===== config.mk =====
export PLATFORM = sky130hd
export DESIGN_NAME = alu_operand_sequencer_flat
export DESIGN_NICKNAME = d
export VERILOG_FILES = /design/src/rtl/alu_operand_sequencer_if.sv /design/src/rtl/alu_operand_sequencer.sv /design/src/flat_wrapper.sv
export SDC_FILE = /design/constraint.sdc
export NUM_CORES = 1
export LEC_CHECK = 0
export ABC_AREA = 1
export ABC_CLOCK_PERIOD_IN_PS = 3400
export CAP_MARGIN = 15
export CELL_PAD_IN_SITES_DETAIL_PLACEMENT = 1
export CELL_PAD_IN_SITES_GLOBAL_PLACEMENT = 1
export CORE_AREA = 3 3 60 62
export CTS_CLUSTER_SIZE = 40
export DETAILED_ROUTE_END_ITERATION = 12
export DIE_AREA = 0 0 63 65
export GPL_TIMING_DRIVEN = 0
export HOLD_SLACK_MARGIN = 0.06
export PLACE_DENSITY_LB_ADDON = 0.1
export REMOVE_ABC_BUFFERS = 1
export SLEW_MARGIN = 30
export SYNTH_ARGS = -nofsm -noshare
export SYNTH_HDL_FRONTEND = slang
export SYNTH_SLANG_ARGS = --single-unit
export TNS_END_PERCENT = 30

===== constraint.sdc =====
create_clock -name clk -period 3.4 [get_ports clk]
set_input_delay 0.68 -clock clk [delete_from_list [all_inputs] [get_ports clk]]
set_output_delay 0.68 -clock clk [all_outputs]
set_load 0.01 [all_outputs]

===== src/rtl/alu_operand_sequencer_if.sv =====
// Board/ALU-side signal bundle for alu_operand_sequencer: switches, button and
// ALU result in; ALU operands, held result and status out.
interface alu_operand_sequencer_if;
    logic [3:0] i_sw;
    logic [2:0] i_op_sw;
    logic       i_btn;
    logic [4:0] i_alu_result;
    logic [3:0] o_a;
    logic [3:0] o_b;
    logic [2:0] o_op;
    logic [4:0] o_result;
    logic       o_done;
    logic       o_op_err;
    logic [2:0] o_state;

    modport slave (
        input  i_sw, i_op_sw, i_btn, i_alu_result,
        output o_a, o_b, o_op, o_result, o_done, o_op_err, o_state
    );

    modport master (
        output i_sw, i_op_sw, i_btn, i_alu_result,
        input  o_a, o_b, o_op, o_result, o_done, o_op_err, o_state
    );
endinterface


===== src/rtl/alu_operand_sequencer.sv =====
// Loads A, B and opcode from shared switches on button presses, then captures the ALU result.
// Optional macro DEBOUNCE_EN adds a DEBOUNCE_CYCLES stable-high filter on the button.
module alu_operand_sequencer #(
    parameter int DEBOUNCE_CYCLES = 16
) (
    input  logic                          clk,
    input  logic                          rst,
    alu_operand_sequencer_if.slave        bus
);
    typedef enum logic [2:0] {
        S_A    = 3'b000,
        S_B    = 3'b001,
        S_OP   = 3'b010,
        S_EXEC = 3'b011,
        S_SHOW = 3'b100
    } state_t;

    state_t     r_state, w_stateNext;
    logic [3:0] r_a, r_b, w_aNext, w_bNext;
    logic [2:0] r_op, w_opNext;
    logic [4:0] r_result, w_resultNext;
    logic       r_done, w_doneNext;
    logic       r_opErr, w_opErrNext;

    logic r_sync1, r_sync2, r_btnPrev;
    logic w_btnLevel, w_press;

    always_ff @(posedge clk) begin
        if (rst) begin
            r_sync1 <= 1'b0;
            r_sync2 <= 1'b0;
        end else begin
            r_sync1 <= bus.i_btn;
            r_sync2 <= r_sync1;
        end
    end

`ifdef DEBOUNCE_EN
    localparam int CountW = $clog2(DEBOUNCE_CYCLES + 1);
    logic [CountW-1:0] r_dbCount;
    logic              r_dbLevel;

    // Level rises only after DEBOUNCE_CYCLES consecutive high samples; any low sample restarts.
    always_ff @(posedge clk) begin
        if (rst || !r_sync2) begin
            r_dbCount <= '0;
            r_dbLevel <= 1'b0;
        end else if (!r_dbLevel) begin
            if (r_dbCount == CountW'(DEBOUNCE_CYCLES - 1))
                r_dbLevel <= 1'b1;
            else
                r_dbCount <= r_dbCount + CountW'(1);
        end
    end

    assign w_btnLevel = r_dbLevel;
`else
    if (DEBOUNCE_CYCLES >= 0) begin : gNoDebounce
        assign w_btnLevel = r_sync2;
    end
`endif

    always_ff @(posedge clk) begin
        if (rst)
            r_btnPrev <= 1'b0;
        else
            r_btnPrev <= w_btnLevel;
    end

    assign w_press = w_btnLevel & ~r_btnPrev;

    always_comb begin
        w_stateNext  = r_state;
        w_aNext      = r_a;
        w_bNext      = r_b;
        w_opNext     = r_op;
        w_resultNext = r_result;
        w_doneNext   = r_done;
        w_opErrNext  = r_opErr;
        case (r_state)
            S_A: if (w_press) begin
                w_aNext     = bus.i_sw;
                w_stateNext = S_B;
            end
            S_B: if (w_press) begin
                w_bNext     = bus.i_sw;
                w_stateNext = S_OP;
            end
            S_OP: if (w_press) begin
                w_opNext    = bus.i_op_sw;
                w_opErrNext = (bus.i_op_sw > 3'b001);
                w_stateNext = S_EXEC;
            end
            S_EXEC: begin
                w_resultNext = bus.i_alu_result;
                w_doneNext   = 1'b1;
                w_stateNext  = S_SHOW;
            end
            S_SHOW: if (w_press) begin
                w_aNext      = 4'd0;
                w_bNext      = 4'd0;
                w_opNext     = 3'd0;
                w_resultNext = 5'd0;
                w_doneNext   = 1'b0;
                w_opErrNext  = 1'b0;
                w_stateNext  = S_A;
            end
            // Unused codes recover to a cleared S_A.
            default: begin
                w_aNext      = 4'd0;
                w_bNext      = 4'd0;
                w_opNext     = 3'd0;
                w_resultNext = 5'd0;
                w_doneNext   = 1'b0;
                w_opErrNext  = 1'b0;
                w_stateNext  = S_A;
            end
        endcase
    end

    always_ff @(posedge clk) begin
        if (rst) begin
            r_state  <= S_A;
            r_a      <= 4'd0;
            r_b      <= 4'd0;
            r_op     <= 3'd0;
            r_result <= 5'd0;
            r_done   <= 1'b0;
            r_opErr  <= 1'b0;
        end else begin
            r_state  <= w_stateNext;
            r_a      <= w_aNext;
            r_b      <= w_bNext;
            r_op     <= w_opNext;
            r_result <= w_resultNext;
            r_done   <= w_doneNext;
            r_opErr  <= w_opErrNext;
        end
    end

    assign bus.o_a        = r_a;
    assign bus.o_b        = r_b;
    assign bus.o_op       = r_op;
    assign bus.o_result   = r_result;
    assign bus.o_done     = r_done;
    assign bus.o_op_err   = r_opErr;
    assign bus.o_state    = r_state;
endmodule

===== src/flat_wrapper.sv =====
// flat-port wrapper written by rule: the top's interface ports become plain ports
module alu_operand_sequencer_flat 
#(
    parameter int DEBOUNCE_CYCLES = 16
)
  (clk, rst, bus_i_sw, bus_i_op_sw, bus_i_btn, bus_i_alu_result, bus_o_a, bus_o_b, bus_o_op, bus_o_result, bus_o_done, bus_o_op_err, bus_o_state);
  alu_operand_sequencer_if bus_i ();
  input  logic clk;
  input  logic rst;
  input wire logic [$bits(bus_i.i_sw)-1:0] bus_i_sw;
  input wire logic [$bits(bus_i.i_op_sw)-1:0] bus_i_op_sw;
  input wire logic [$bits(bus_i.i_btn)-1:0] bus_i_btn;
  input wire logic [$bits(bus_i.i_alu_result)-1:0] bus_i_alu_result;
  output wire logic [$bits(bus_i.o_a)-1:0] bus_o_a;
  output wire logic [$bits(bus_i.o_b)-1:0] bus_o_b;
  output wire logic [$bits(bus_i.o_op)-1:0] bus_o_op;
  output wire logic [$bits(bus_i.o_result)-1:0] bus_o_result;
  output wire logic [$bits(bus_i.o_done)-1:0] bus_o_done;
  output wire logic [$bits(bus_i.o_op_err)-1:0] bus_o_op_err;
  output wire logic [$bits(bus_i.o_state)-1:0] bus_o_state;
  assign bus_i.i_sw = bus_i_sw;
  assign bus_i.i_op_sw = bus_i_op_sw;
  assign bus_i.i_btn = bus_i_btn;
  assign bus_i.i_alu_result = bus_i_alu_result;
  assign bus_o_a = bus_i.o_a;
  assign bus_o_b = bus_i.o_b;
  assign bus_o_op = bus_i.o_op;
  assign bus_o_result = bus_i.o_result;
  assign bus_o_done = bus_i.o_done;
  assign bus_o_op_err = bus_i.o_op_err;
  assign bus_o_state = bus_i.o_state;
  alu_operand_sequencer #(.DEBOUNCE_CYCLES(DEBOUNCE_CYCLES)) u_core (.clk(clk), .rst(rst), .bus(bus_i));
endmodule

### Word-level counts from Yosys, hierarchy flattened

Cells that the tools add are included.

* flip-flop bits (word level): 24
* input port bits: 15
* output and inout port bits: 21
* word-level logic and storage cells: 52

* magnitude comparators: 1
* equal/unequal tests: 8
* mux-type cells: 17
* bitwise logic cells: 6
* reductions and logical operators: 10

Operators by type and width (count)
* $pmux W4 S3: 2
* $mux W3: 5
* $pmux W3 S5: 1
* $pmux W5 S3: 1
* $reduce_or A3 Y1: 4
* $pmux W3 S3: 1
* $reduce_and A3 Y1: 3
* $mux W4: 2
* $ne A2 B1 Y1 const B: 4
* $eq A3 B2 Y1 const B: 2
* $pmux W1 S3: 2
* $mux W5: 1
* $not A1 Y1: 5
* $reduce_and A4 Y1: 1
* $eq A3 B1 Y1 const B: 1
* $eq A3 B3 Y1 const B: 1
* $gt A3 B1 Y1 const B: 1
* $logic_not A3 Y1: 1
* $mux W1: 2
* $reduce_and A2 Y1: 1
* $and A1 B1 Y1: 1

### Logic depth before layout (Yosys ltp)

* depth in word-level cells: 4
* mapped depth: 7
* mapped depth without buffers: 7

### Worst setup path after synthesis

OpenSTA, ideal clock, no wires.

* kind: reg-to-reg
* from: register u_core.r_state[1] (netlist: u_core.bus.o_state[1])
* to: register u_core.r_a[0] (netlist: u_core.bus.o_a[0])
* library setup time: 0.128 ns
* data arrival time: 1.051 ns
* required time: 3.272 ns
* path slack: 2.221 ns
* cell stages (with the launch flop): 8
* path buffers: 0
* period minus slack after synthesis: 1.179 ns
* cells stage by stage: dfxtp_1 > inv_2 > nand2_2 > nand2_2 > o21ai_2 > o21ai_0 > o21ai_1 > nor2_1

* word-level cells in the longest chain between the ends: 4
* elaborated cells on any way between the ends: 11
* classes of those cells: 6 x eq/ne; 1 x mux; 1 x bitwise; 3 x reduce/logical

Ends and longest elaborated chain
* start: declaration: RTL line alu_operand_sequencer.sv:18 `state_t r_state, w_stateNext;`
* start signal: assignment: RTL line alu_operand_sequencer.sv:131 `r_state <= w_stateNext;`
* $eq A3 B2 Y1 / $eq A3 B1 Y1 (equally long branches): RTL line alu_operand_sequencer.sv:80 `case (r_state)`
* $reduce_or A3 Y1 (no line)
* $not A1 Y1 (no line)
* $reduce_and A3 Y1 (no line)
* end signal: assignment: RTL line alu_operand_sequencer.sv:132 `r_a <= w_aNext;`
* end: declaration: RTL line alu_operand_sequencer.sv:19 `logic [3:0] r_a, r_b, w_aNext, w_bNext;`

Several ways; a longest one is shown, not always the timed one.
A chain may end at the register's enable or synchronous reset.

### Final worst setup path

* from: register u_core.r_state[0] (netlist: u_core.bus.o_state[0])
* to: output port bus_o_state[0]

RTL lines
* end: declaration: RTL line flat_wrapper.sv:20 `output wire logic [$bits(bus_i.o_state)-1:0] bus_o_state;`

No word-level cell between the ends.

==> impl_metrics.yaml <==
setup_path:
  critPathMaxStageDelay_ns: 0.60
  reg2reg_depth: 7
  worst_r2r_startpoint: "u_core.bus.o_state[0]"
  crit_type: "reg2out"
  cp-startpoint: "u_core.bus.o_state[0]"
  timing.reg2reg.setup_slack_ns: 2.07
  cp.depth: 1
  cp_slowest_cell: "clkdlybuf4s50_1"
  endpoint: "bus_o_state[0]"
  arrival_ns: 1.44
  worstPathMaxFanout: 7
  cp_num_buf_inv: 1
  cp-end-kind: "primary output"
  crit_family: "buffers and inverters"
  required_ns: 2.72
  r2r_end: "u_core.bus.o_b[0]"
  start_kind: "register"
  cp_cell_sequence: "clkdlybuf4s50_1"
yosys:
  synth_cell_types: 18
  synthCells: 132
  ys_seq_elements: 24
  synth_top_area_cell: "dfxtp_1"
  synth_top_area_share_pct: 47.82
  syn-cell-area_um2: 1005
  ys_warn_count: 0
  avgSynthCellArea_um2: 7.611
  netlist_top_cells_area: "dfxtp_1 48%, nand2_1 8.6%, nor2_1 7.5%"
  ys_seq_area_share_pct: 47.82
detailed_routing:
  wire_per_inst_um: 11.73
  drt_wl_total_um: 2498
  num_vias: 962
  drc: 0
  vias_per_cell: 4.516
  drtPass1Iterations: 2
  drtIter0Drc: 21
  ant_nets: 0
timing:
  slew_headroom_pct: 67.19
  finClkSkew_ns: 0.009274
  clock.fmax_mhz: 471.4
  period_needed_ns: 2.121
  setup_viol: 0
  tightest_slew_ns: 0.4922
  tns_ns: 0
  hold_violations: 0
  final_max_slew_viol_count: 0
  rsz0062_at_grt: "false"
  fin_crit_sh_pct: 62.39
power:
  netSwitchingFraction_pct: 23.31
  powerDensity_nw_per_um2: 343.6
  seqPwrFrac_pct: 58.9
  p_leak_nw: 0.5172
  p_clk_share_pct: 30.5
  p_sw_w: 0.0001149
  power.total_w: 0.0004927
  p_int_w: 0.0003778
  irDropWorstVdd_v: 0.0001791
  comb_power_share_pct: 10.6
cts:
  clkTransAtPathRegs_ns: 0.14
  holdBufCountCts: 0
  cts-root-buf: "clkbuf_4"
  cts.sinks: 24
  cts_setup_buffers: 0
  cts.repair.resized: 0
  h-tree-depth: 1
  cts_made_buffers: 3
  cts_buffer_depth: 2
  clkLatencyLatePin_ns: 0.31
  cts_tree: "done"
global_route:
  gr-usage-met3_pct: 2.946
  grt_pass1_vias: 998
  grt-busiest-layer: "met2"
  grt.total_usage_pct: 13.39
  antenna_found_initial: 0
  grt.overflow.total: 0
  met2_usage_pct: 24.51
  grt_use_met1_pct: 15.42
  grt_pass1_wl_um: 4457
  grt_max_degree: 25
placed_design:
  gp_congestion: 0.7221
  hpwlAfterDp_um: 1900
  io_buffers: 35
floorplanning:
  rows: 20
  dieWidth_um: 63
  die_area_um2: 4095
  design.core.area_um2: 3078
  ioPinCount: 36
  die_y_um: 65
  start_util_pct: 32.64
status:
  status: "finished clean"
layout:
  syn_to_final_growth_pct: 42.72
  final_cell_mix: "34 x clkdlybuf4s50_1, 24 x dfxtp_1, 23 x nand2_1"
  drive_gt1_share_pct: 13.61
  nets: 185
  antennaDiodeCount: 0
  fill_cells: 392
  final_common_cell: "clkdlybuf4s50_1"
worst_hold_path:
  min_path_type: "reg2reg"
job:
  cap_violations: 0
cells by family after synthesis:
family | after synthesis | synth area share, %
buf+inv | 18 | 6.725
flops | 24 | 47.82
simple gates | 61 | 28.14
compound gates | 29 | 17.31
stage by stage:
stage               setup WS [ns]  std cells  hold slack (ns)  instance area (um2)  utilization [%]
CTS                         1.264        213           0.4253                 1439            46.75
finish                      1.279        213           0.4163                 1434            46.59
global placement            1.318        209           0.3926                 1403            45.57
global route                1.202        213           0.4349                 1434            46.59
detailed placement          1.241        209           0.4062                 1403            45.57
floorplan                   2.235        130           0.3883                997.2                -
worst min path at each step:
stage               slack, ns  depth (start not counted)              to      startpoint
CTS                      0.43                          2  u_core.r_sync2  u_core.r_sync1
floorplan                0.39                          2  u_core.r_sync2  u_core.r_sync1
global placement         0.39                          2  u_core.r_sync2  u_core.r_sync1
detailed placement       0.41                          2  u_core.r_sync2  u_core.r_sync1
global route             0.43                          2  u_core.r_sync2  u_core.r_sync1
finish                   0.42                          2  u_core.r_sync2  u_core.r_sync1
per-layer routing:
layer  part of all wire, %  up-vias
met4                  0.44        0
met2                    48       18
met1                    47      433
li1                      -      509
met3                   4.4        2
met5                     0        -
sequential cells by signal, summed over array words and instances (netlist names):
name and count:
u_core.r_btnPrev 1, u_core.bus.o_op_err 1, u_core.bus.o_a 4, u_core.bus.o_b 4, u_core.bus.o_result 5, u_core.r_sync1 1, u_core.bus.o_op 3, u_core.r_sync2 1
u_core.bus.o_done 1, u_core.bus.o_state 3
power by group through the flow:
stage / Combinational [W] / Sequential [W] / Clock (W)
after floorplan: 0.0000192 / 0.000297 / 0
after global placement: 0.0000519 / 0.000296 / 0
after detailed placement: 0.0000534 / 0.000296 / 0
after CTS: 0.0000537 / 0.000290 / 0.000159
after global routing: 0.0000584 / 0.000291 / 0.000173
final: 0.0000521 / 0.000290 / 0.000151
layout make-up:
class / count / area, um2 / area share, %
Clock buffer: 4 / 36.28 / 2.531
Tap cell: 44 / 55.05 / 3.839
Timing Repair Buffer: 35 / 345.3 / 24.08
Multi-Input combinational cell: 90 / 456.7 / 31.85
Sequential cell: 24 / 480.5 / 33.51
Inverter: 16 / 60.06 / 4.188
synthesized netlist by cell type:
cell,instances
dfxtp_1,24
clkbuf_1,2
a211oi_1,1
nand2_1,23
clkinv_1,1
o21ai_0,6
a21oi_2,4
o21ai_1,3
inv_1,13
nor2_1,20
nand3_1,5
o21ai_2,3
a21oi_1,12
inv_2,2
nand4_1,4
nor2_2,2
nand2_2,3
nand3_2,4
Power figures use the tool's default switching activity.
